<file path="src/rtl/raid_host_arbiter.sv">
// raid_host_arbiter: shares one raid controller host port between NREQ requesters, one op in flight.
// Build option: define RAID_ARB_STRICT_PRIO_EN for fixed lowest-index-wins priority (default round-robin).
//
// state     | meaning
// IDLE      | controller not busy and a request pending -> grant (req_ready is decoded here)
// ISSUE     | single-cycle read/write strobe, addr/din held from the grant
// WAIT_BUSY | waiting for the controller to raise busy
// WAIT_DONE | waiting for busy to fall
// DRAIN     | DRAIN_LAT settle cycles before dout/parity/err are sampled
// RESP      | one-cycle completion pulse to the granted requester
module raid_host_arbiter #(
  parameter int NREQ       = 4,
  parameter int OP_TIMEOUT = 1024,
  parameter int DRAIN_LAT  = 2
) (
  input  logic              clk,
  input  logic              reset,
  input  logic [NREQ-1:0]   req_valid,
  input  logic [NREQ-1:0]   req_write,
  input  logic [NREQ*32-1:0] req_addr,
  input  logic [NREQ*32-1:0] req_din,
  output logic [NREQ-1:0]   req_ready,
  output logic [NREQ-1:0]   rsp_valid,
  output logic [31:0]       rsp_data,
  output logic              rsp_parity,
  output logic              rsp_err,
  output logic              rsp_timeout,
  output logic              raid_read_en,
  output logic              raid_write_en,
  output logic [31:0]       raid_addr,
  output logic [31:0]       raid_din,
  input  logic [31:0]       raid_dout,
  input  logic              raid_busy,
  input  logic              raid_parity,
  input  logic              raid_err
);

  localparam int IDXW = (NREQ > 1) ? $clog2(NREQ) : 1;
  localparam int CNTW = ($clog2(OP_TIMEOUT + 1) > 11) ? $clog2(OP_TIMEOUT + 1) : 11;
  localparam int DRNW = (DRAIN_LAT > 1) ? $clog2(DRAIN_LAT) : 1;
  localparam logic [CNTW-1:0] CNT_MAX   = '1;
  localparam logic [CNTW-1:0] CNT_LIMIT = CNTW'(OP_TIMEOUT);
  localparam logic [NREQ-1:0] ONE       = NREQ'(1);

  typedef enum logic [2:0] {
    S_IDLE, S_ISSUE, S_WAIT_BUSY, S_WAIT_DONE, S_DRAIN, S_RESP
  } state_t;

  state_t          state;
  logic [IDXW-1:0] lat_g;
  logic            lat_write;
  logic [CNTW-1:0] op_cnt;
  logic [CNTW-1:0] op_cnt_nxt;
  logic [DRNW-1:0] drain_cnt;
  logic            tmo_hit;
  logic            drain_done;
  logic [IDXW-1:0] grant_idx;
  logic [IDXW-1:0] cand;
  logic            grant_any;
  logic [31:0]     addr_arr [NREQ];
  logic [31:0]     din_arr  [NREQ];
`ifndef RAID_ARB_STRICT_PRIO_EN
  logic [IDXW-1:0] rr_ptr;
`endif

  for (genvar k = 0; k < NREQ; k++) begin : g_slice
    assign addr_arr[k] = req_addr[32*k +: 32];
    assign din_arr[k]  = req_din[32*k +: 32];
  end

  // First pending request found when scanning from the search start upward.
  always_comb begin
    grant_any = 1'b0;
    grant_idx = '0;
    cand      = '0;
    for (int k = 0; k < NREQ; k++) begin
`ifdef RAID_ARB_STRICT_PRIO_EN
      cand = IDXW'(k);
`else
      cand = IDXW'((int'(rr_ptr) + k) % NREQ);
`endif
      if (!grant_any && req_valid[cand]) begin
        grant_any = 1'b1;
        grant_idx = cand;
      end
    end
  end

  // Decoded rather than registered so a request withdrawn before the grant is never taken.
  assign req_ready = (state == S_IDLE && !raid_busy && grant_any && !reset) ? (ONE << grant_idx) : '0;

  always_comb begin
    op_cnt_nxt = (op_cnt == CNT_MAX) ? op_cnt : op_cnt + CNTW'(1);
    tmo_hit    = (op_cnt_nxt >= CNT_LIMIT);
    drain_done = (state == S_DRAIN && drain_cnt == '0) ||
                 (state == S_WAIT_DONE && !raid_busy && DRAIN_LAT == 0);
  end

  always_ff @(posedge clk or posedge reset) begin
    if (reset) begin
      state         <= S_IDLE;
      lat_g         <= '0;
      lat_write     <= 1'b0;
      op_cnt        <= '0;
      drain_cnt     <= '0;
`ifndef RAID_ARB_STRICT_PRIO_EN
      rr_ptr        <= '0;
`endif
      rsp_valid     <= '0;
      rsp_data      <= '0;
      rsp_parity    <= 1'b0;
      rsp_err       <= 1'b0;
      rsp_timeout   <= 1'b0;
      raid_read_en  <= 1'b0;
      raid_write_en <= 1'b0;
      raid_addr     <= '0;
      raid_din      <= '0;
    end else begin
      raid_read_en  <= 1'b0;
      raid_write_en <= 1'b0;
      rsp_valid     <= '0;
      rsp_data      <= '0;
      rsp_parity    <= 1'b0;
      rsp_err       <= 1'b0;
      rsp_timeout   <= 1'b0;
      case (state)
        S_IDLE: begin
          if (!raid_busy && grant_any) begin
            lat_g         <= grant_idx;
            lat_write     <= req_write[grant_idx];
            raid_addr     <= addr_arr[grant_idx];
            raid_din      <= din_arr[grant_idx];
            raid_write_en <= req_write[grant_idx];
            raid_read_en  <= !req_write[grant_idx];
`ifndef RAID_ARB_STRICT_PRIO_EN
            rr_ptr        <= (grant_idx == IDXW'(NREQ - 1)) ? '0 : grant_idx + IDXW'(1);
`endif
            state         <= S_ISSUE;
          end
        end
        S_ISSUE: begin
          op_cnt <= '0;
          state  <= S_WAIT_BUSY;
        end
        S_WAIT_BUSY, S_WAIT_DONE, S_DRAIN: begin
          op_cnt <= op_cnt_nxt;
          if (tmo_hit) begin
            rsp_valid   <= ONE << lat_g;
            rsp_timeout <= 1'b1;
            state       <= S_RESP;
          end else if (drain_done) begin
            rsp_valid  <= ONE << lat_g;
            rsp_data   <= lat_write ? 32'h0 : raid_dout;
            rsp_parity <= raid_parity;
            rsp_err    <= raid_err;
            state      <= S_RESP;
          end else begin
            case (state)
              S_WAIT_BUSY: if (raid_busy) state <= S_WAIT_DONE;
              S_WAIT_DONE: begin
                if (!raid_busy) begin
                  drain_cnt <= DRNW'(DRAIN_LAT - 1);
                  state     <= S_DRAIN;
                end
              end
              S_DRAIN: drain_cnt <= drain_cnt - DRNW'(1);
              default: ;
            endcase
          end
        end
        S_RESP:  state <= S_IDLE;
        default: state <= S_IDLE;
      endcase
    end
  end

endmodule

</file>
<file path="config.mk">
export PLATFORM = sky130hd
export DESIGN_NAME = raid_host_arbiter
export DESIGN_NICKNAME = d
export VERILOG_FILES = /design/src/rtl/raid_host_arbiter.sv
export SDC_FILE = /design/constraint.sdc
export NUM_CORES = 1
export LEC_CHECK = 0
export CORE_AREA = 2 2 161 163
export DETAILED_ROUTE_END_ITERATION = 7
export DIE_AREA = 0 0 163 165
export PLACE_DENSITY = 0.61
export SYNTH_ARGS = -nofsm -noshare
export SYNTH_HDL_FRONTEND = slang
export SYNTH_SLANG_ARGS = --single-unit
</file>
<file path="constraint.sdc">
create_clock -name clk -period 9.6 [get_ports clk]
set_input_delay 1.44 -clock clk [delete_from_list [all_inputs] [get_ports clk]]
set_output_delay 1.44 -clock clk [all_outputs]
set_load 0.05 [all_outputs]
</file>
==> flow_summary.ini, run 1 <==
[synthesis]
ys_ff_latch = 125
netlist.top_cell.by_area = dfrtp_1
synth.distinct_cells = 48
syn_area_um2 = 7287
syn_inst = 748
synth.most_common_cell = dfrtp_1
synth_fp_nets = 1054
async_flop_share_pct = 100.0
ys_top_cells_by_count = 125 x dfrtp_1, 79 x nand2_1, 69 x mux2i_1
synthFlopType = dfrtp_1
syn_avg_cell_area_um2 = 9.742
yosysWarningCount = 0
synth_edf_count = 0
synthTopCellsByArea = dfrtp_1 43%, mux2i_1 9.5%, a211o_1 7.7%, o211ai_1 7.0%, o31ai_1 7.0%
synth_seq_area_share_pct = 42.93
yosysTopAreaCellShare_pct = 42.93

[clock_network]
cts-resized-gates = 0
numCtsBuffers = 17
clock_path_buffers = 2
cts_sinks = 125
cts.clk_slew.worst_paths_ns = 0.06
htreeDepth = 4
hold_buffers = 0
cts_root_buf = clkbuf_16
tritoncts = yes
clock_latency_ns = 0.42
cts_setup_buffers = 0

[critical_path]
cp_max_fo = 69
endpoint_kind = output pin
startpoint_type = input port
cp.required_ns = 8.16
crit_type = input port to output pin
worstPathArrival_ns = 5.48
r2r_setup_slack_ns = 6.16

[sta]
min_period_over_period_pct = 72.05
finalMaxSlewViolations = 0
slew-limit-headroom_pct = 23.30
rsz0062_at_grt = false
fin_setup_tns_ns = 0
hold_viol = 0
skew_ns = 0.01223
worstMarginPinSlew_ns = 1.150
timing.hold.ws_ns = 0.4817
finalSetupViolations = 0
fmax_mhz = 144.6
setup_ws_ns = 2.683
min_period_ns = 6.917

[route]
drt_iter0_drc = 667
via_count = 7660
first_pass_iters = 8
wl_per_cell_um = 21.04
wirelength_mm = 30.45
ant_nets = 0
vias_per_cell = 5.294
drc = 0

[flow_run]
drv_cap = 0

[place]
post-place-cells = 1415
place.gp.congestion = 0.8470
place_worst_setup_slack_ns = 2.620
port_buffers = 409
dp_hpwl_mm = 21.10

[finish]
n_antenna_cell = 0
drive_above_1_share_pct = 5.282
nNetsFinal = 1410
area_growth_pct = 66.83
fin_util_pct = 48.56
fin_cells = 1447

[floorplan]
die_area_um2 = 26900
dieWidth_um = 163
die_y_um = 165
fp.coreArea_um2 = 25040
row_count = 58
io_pins = 410
initial_utilization_pct = 29.11

[power_and_ir_drop]
ir_drop_v = 0.0001985
p_per_area_nw_per_um2 = 259.3
p_leak_nw = 4.893

[global_route]
antenna_found_initial = 1
grt_pass1_vias = 7417
grt_max_degree = 74
grt_pass1_wl_mm = 44.94
grtUsageTotal_pct = 21.83
grt_overflow = 0

[run_status]
status = finished, final reports clean

[min_path]
min_path_type = register to register
==> cell families after synthesis <==
kind of cell	after synthesis	share of synthesized area, %
multiplexers	69	9.478
buffers and inverters	89	5.357
adder cells (fa/ha/maj)	5	0.8585
AO/OA/AOI/OAI	235	24.85
AND/OR/NAND/NOR	225	16.54
flip-flops	125	42.93
==> flip-flops by register name, summed over array words and instances (netlist names) <==
name / count
raid_write_en: 1
rsp_valid: 4
rsp_parity: 1
rr_ptr: 2
state: 3
drain_cnt: 1
rsp_data: 32
op_cnt: 11
raid_addr: 32
lat_write: 1
rsp_timeout: 1
raid_din: 32
lat_g: 2
raid_read_en: 1
rsp_err: 1
==> worst max-delay path, stage by stage <==
cell	delay, ns
clkdlybuf4s50_1	0.50
mux2i_1	0.30
or2_2	0.17
buf_4	0.60
nand3_2	0.28
inv_4	0.88
ha_1	0.31
and3_1	0.15
clkdlybuf4s50_1	0.82
==> per-stage QoR <==
step / power, W / instance area, um^2
final: 0.003152 / 12160
after global routing: 0.003325 / 12160
after CTS: 0.003181 / 12160
after detailed placement: 0.002485 / 11540
after global placement: 0.002475 / 11540
after floorplan: 0.001886 / 7287
==> per-layer routing <==
layer / global-route usage, % / part of all wire (%) / up-vias
met3: 5.475 / 7.2 / 52
met2: 36.58 / 49 / 330
met5: 0 / 0.036 / -
met1: 27.50 / 41 / 3689
met4: 7.321 / 2.7 / 2
li1: - / - / 3587
==> where the power goes <==
part           switching [W]  internal [W]  total [W]
combinational        0.00109      0.000595    0.00168
sequential          0.000102      0.000684   0.000786
clock               0.000268      0.000415   0.000683
total                0.00146       0.00169    0.00315
==> cell type report <==
| cell class | instances | area, um^2 |
|---|---|---|
| clock inverters | 14 | 182.7 |
| inverters | 7 | 33.78 |
| multi-input cells | 534 | 3801 |
| clock buffers | 18 | 429.2 |
| fillers | 2382 | 12880 |
| flip-flops and latches | 125 | 3128 |
| well taps | 330 | 412.9 |
| repair buffers | 419 | 4169 |
==> cells in the final DEF, fill, tap and decap left out, types with 2 or more instances in the layout <==
| master | count |
|---|---|
| nor2_1 | 11 |
| a211oi_1 | 2 |
| inv_1 | 4 |
| and4_1 | 2 |
| o21a_1 | 2 |
| mux2i_1 | 69 |
| a31oi_1 | 3 |
| nand3_1 | 7 |
| clkdlybuf4s50_1 | 409 |
| a211o_1 | 64 |
| and3_1 | 6 |
| nor3b_1 | 2 |
| o31ai_1 | 68 |
| or2_2 | 2 |
| nand2_1 | 78 |
| dfrtp_1 | 125 |
| o22ai_1 | 2 |
| o21ai_0 | 11 |
| o211ai_1 | 68 |
| nand2b_1 | 3 |
| bufinv_16 | 3 |
| nor2_4 | 2 |
| inv_6 | 5 |
| clkinv_4 | 3 |
| clkbuf_16 | 17 |
| nand4_1 | 66 |
| clkinvlp_4 | 2 |
| a21oi_1 | 4 |
| ha_1 | 5 |
| nor4_2 | 2 |
| and2_1 | 35 |
| buf_4 | 10 |
==> worst paths after layout <==
kind,from,to,cells after the start
setup / recovery,req_valid[0],req_ready[3],9
hold / removal,op_cnt[9],op_cnt[9],1
setup reg to reg,rr_ptr[1],raid_read_en,7
hold reg to reg,op_cnt[9],op_cnt[9],1
max in group asynchronous,reset,raid_din[26],3
min in group asynchronous,reset,rsp_data[30],2
Note: power is estimated with default switching activity, not from simulation.
==> inputs of run 2 (changes only) <==
CORE_AREA = 2 2 157 159   (was 2 2 161 163)
DIE_AREA = 0 0 159 161   (was 0 0 163 165)
PLACE_DENSITY = 0.64   (was 0.61)
clock period = 7 ns   (was 9.6 ns; I/O delays follow)
==> flow_summary.ini, run 2 (same netlist as run 1, synthesis figures left out) <==
[sta]
skew_ns = 0.01219
fin_setup_tns_ns = 0
min_period_ns = 4.893
rsz0062_at_grt = false
timing.hold.ws_ns = 0.4756
finalMaxSlewViolations = 0
fmax_mhz = 204.4
min_period_over_period_pct = 69.89
hold_viol = 0
worstMarginPinSlew_ns = 1.094
finalSetupViolations = 0
slew-limit-headroom_pct = 26.93

[critical_path]
cp.buffers_inverters = 3
cp_top_family = buffers and inverters
path_cells = clkdlybuf4s50_1, mux2i_1, or2_2, nand3_2, inv_4, ha_1, and3_1, clkdlybuf4s50_1
endpoint_kind = output pin
slowest_stage = clkdlybuf4s50_1
worstPathArrival_ns = 3.84
crit_type = input port to output pin
r2r_setup_slack_ns = 4.12
rr_startpoint = rr_ptr[1]
cp_max_fo = 30
startpoint_type = input port
cp_slowest_stage_delay_ns = 0.81
cp_common_cell = clkdlybuf4s50_1
ff2ff_path_depth = 7
reg2reg_to = raid_din[28]
cp.required_ns = 5.95

[clock_network]
cts.clk_slew.worst_paths_ns = 0.06
htreeDepth = 4
clock_latency_ns = 0.43
cts_setup_buffers = 0
numCtsBuffers = 17
clock_path_buffers = 2
tritoncts = yes
hold_buffers = 0
cts_root_buf = clkbuf_16
cts_sinks = 125
cts-resized-gates = 0

[power_and_ir_drop]
p_leak_nw = 4.894
p_per_area_nw_per_um2 = 356.6
total_power_w = 0.004333
ir_drop_v = 0.0001715

[route]
wl_per_cell_um = 21.28
wirelength_mm = 30.69
ant_nets = 0
vias_per_cell = 5.386
drt_iter0_drc = 573
first_pass_iters = 5
via_count = 7767
drc = 0

[min_path]
hold-path-endpoint = op_cnt[9]
min_from = op_cnt[9]
holdPathStages = 1
min_path_type = register to register

[flow_run]
drv_cap = 0

[place]
port_buffers = 409
place.gp.congestion = 0.8325
placed_cell_area_um2 = 11540
dp_hpwl_mm = 21.05

[global_route]
grt_pass1_vias = 7650
grt_max_degree = 85
grtUsageTotal_pct = 23.27
grt_overflow = 0
antenna_found_initial = 0
grt_pass1_wl_mm = 46.49

[floorplan]
fp.coreArea_um2 = 23960
dieWidth_um = 159
die_area_um2 = 25600
initial_utilization_pct = 30.41
row_count = 57
io_pins = 410
die_y_um = 161

[finish]
reg_top3 = raid_addr (32), raid_din (32), rsp_data (32)
n_antenna_cell = 0
drive_above_1_share_pct = 5.456
final_cell_area_um2 = 12150
nNetsFinal = 1411
area_growth_pct = 66.78
layout_commonest_cell = clkdlybuf4s50_1
final_cell_mix = 409 x clkdlybuf4s50_1, 125 x dfrtp_1, 78 x nand2_1, 69 x mux2i_1

[run_status]
status = finished, final reports clean
run 2: area by class of cell:
| type | instances | area (um^2) |
|---|---|---|
| flip-flops and latches | 125 | 3128 |
| clock inverters | 14 | 168.9 |
| well taps | 324 | 405.4 |
| inverters | 7 | 33.78 |
| multi-input cells | 534 | 3801 |
| clock buffers | 18 | 439.2 |
| repair buffers | 420 | 4177 |
| fillers | 2293 | 11810 |
run 2: per-stage QoR:
step	std cells	setup WS, ns	utilization (%)
5_1_grt	1442	1.951	50.72
3_3_place_gp	1410	2.170	48.18
4_1_cts	1442	2.089	50.72
2_1_floorplan	748	1.491	-
6_report	1442	2.108	50.72
3_5_place_dp	1410	2.106	48.18
run 2: how the worst max path moves through the flow:
stage / from / endpoint / cells past startpoint
2_1_floorplan: reset / req_ready[0] / 2
3_3_place_gp: req_valid[0] / req_ready[3] / 8
3_5_place_dp: req_valid[2] / req_ready[3] / 8
4_1_cts: req_valid[2] / req_ready[3] / 8
5_1_grt: req_valid[2] / req_ready[3] / 8
6_report: req_valid[2] / req_ready[3] / 8
run 2: power breakdown:
group | switching (W) | internal, W | total, W
combinational | 0.00151 | 0.000814 | 0.00232
clock | 0.000379 | 0.000547 | 0.000926
sequential | 0.000144 | 0.000938 | 0.00108
run 2: layer usage:
layer	wire length [um]	GRT usage (%)
met5	0	0
met4	528	6.405
met3	2227	5.829
met2	15510	39.96
met1	12420	29.20
==> inputs of run 3 (changes only) <==
clock period = 4.9 ns   (was 7 ns; I/O delays follow)
==> flow_summary.ini, run 3 (same netlist as run 1, synthesis figures left out) <==
[finish]
fillers = 2243
area_growth_pct = 67.60
fin_cells = 1444
final_cell_mix = 405 x clkdlybuf4s50_1, 125 x dfrtp_1, 78 x nand2_1, 69 x mux2i_1
nNetsFinal = 1413
layout_commonest_cell = clkdlybuf4s50_1
reg_top3 = raid_addr (32), raid_din (32), rsp_data (32)
final_cell_area_um2 = 12210
n_antenna_cell = 0
fin_util_pct = 50.97
drive_above_1_share_pct = 5.982

[critical_path]
cp.buffers_inverters = 3
cp_max_fo = 30
cp_top_family = buffers and inverters
r2r_setup_slack_ns = 2.41
startpoint_type = input port
cp_slowest_stage_delay_ns = 0.50
endpoint_kind = output pin
worstPathArrival_ns = 2.87
cp.required_ns = 4.16
path_cells = clkdlybuf4s50_1, mux2i_1, or2_2, nand3_2, inv_4, ha_1, and3_1, buf_12
crit_type = input port to output pin
slowest_stage = clkdlybuf4s50_1

[place]
port_buffers = 409
post-place-cells = 1412
placed_cell_area_um2 = 11640
place.gp.congestion = 0.8149
dp_hpwl_mm = 21.27

[clock_network]
hold_buffers = 0
cts_setup_buffers = 0
cts-resized-gates = 0
clock_latency_ns = 0.43
cts_root_buf = clkbuf_16
cts.clk_slew.worst_paths_ns = 0.06
htreeDepth = 4
numCtsBuffers = 17
cts_sinks = 125
clock_path_buffers = 2
tritoncts = yes

[floorplan]
die_y_um = 161
dieWidth_um = 159
row_count = 57
io_pins = 410
initial_utilization_pct = 30.41
die_area_um2 = 25600
fp.coreArea_um2 = 23960

[sta]
rsz0062_at_grt = false
timing.hold.ws_ns = 0.4942
hold_viol = 0
skew_ns = 0.01226
min_period_ns = 3.607
finalSetupViolations = 0
finalMaxSlewViolations = 0
fin_setup_tns_ns = 0
slew-limit-headroom_pct = 39.51
min_period_over_period_pct = 73.62
fmax_mhz = 277.2
worstMarginPinSlew_ns = 0.9074

[global_route]
antenna_found_initial = 0
grt_pass1_vias = 7586
grt_max_degree = 80
grt_pass1_wl_mm = 46.10
grt_overflow = 0
grtUsageTotal_pct = 23.05

[route]
wl_per_cell_um = 21.18
drt_iter0_drc = 466
vias_per_cell = 5.372
via_count = 7757
first_pass_iters = 5
ant_nets = 0
wirelength_mm = 30.58
drc = 0

[power_and_ir_drop]
p_sw_w = 0.002913
power.internal_w = 0.003247
sequentialPowerShare_pct = 25.2
p_clk_share_pct = 20.6
comb_power_share_pct = 54.3
p_leak_nw = 4.927
p_per_area_nw_per_um2 = 504.3
ir_drop_v = 0.0002521
switching_share_pct = 47.29

[run_status]
status = finished, final reports clean

[min_path]
min_path_type = register to register

[flow_run]
drv_cap = 0
[run 3: final timing paths]
| check | endpoint | cells past startpoint | start |
|---|---|---|---|
| max | req_ready[3] | 8 | req_valid[0] |
| min | op_cnt[9] | 1 | op_cnt[9] |
| max reg2reg | raid_din[28] | 7 | rr_ptr[1] |
| min reg2reg | op_cnt[9] | 1 | op_cnt[9] |
| max in group asynchronous | raid_din[8] | 3 | reset |
| min in group asynchronous | rsp_data[25] | 2 | reset |
[run 3: layer usage]
metal | routed length, um | part of all wire (%) | track usage (%) | vias to the layer above
li1 | - | - | - | 3604
met1 | 12490 | 41 | 29.48 | 3770
met2 | 15030 | 49 | 38.44 | 339
met3 | 2243 | 7.3 | 5.470 | 44
met4 | 820 | 2.7 | 7.851 | 0
met5 | 0 | 0 | 0 | -
[run 3: stage by stage]
stage / setup WS, ns / total power (W)
after floorplan: 0.02136 / 0.003696
after global placement: 1.318 / 0.004887
after detailed placement: 1.278 / 0.004910
after CTS: 1.264 / 0.006192
after global routing: 1.172 / 0.006469
final: 1.293 / 0.006159
[run 3: area by class of cell]
type	instances	area (um^2)	share of cell area [%]
clock inverters	15	150.1	1.229
inverters	7	33.78	0.2766
repair buffers	422	4269	34.96
well taps	324	405.4	3.319
clock buffers	17	425.4	3.483
multi-input cells	534	3801	31.12
flip-flops and latches	125	3128	25.61
[run 3: power groups by stage]
stage / Sequential (W) / Combinational, W / Clock (W)
after floorplan: 0.00239 / 0.00130 / 0
after global placement: 0.00155 / 0.00334 / 0
after detailed placement: 0.00156 / 0.00335 / 0
after CTS: 0.00155 / 0.00335 / 0.00129
after global routing: 0.00159 / 0.00354 / 0.00134
final: 0.00155 / 0.00334 / 0.00127
[run 3: worst reg2reg max path, cell delays in order, from the launching register on]
cell,delay (ns)
dfrtp_1,0.45
mux2i_1,0.34
or2_2,0.19
nand3_2,0.13
inv_4,0.40
buf_12,0.37
mux2i_1,0.36
o211ai_1,0.12
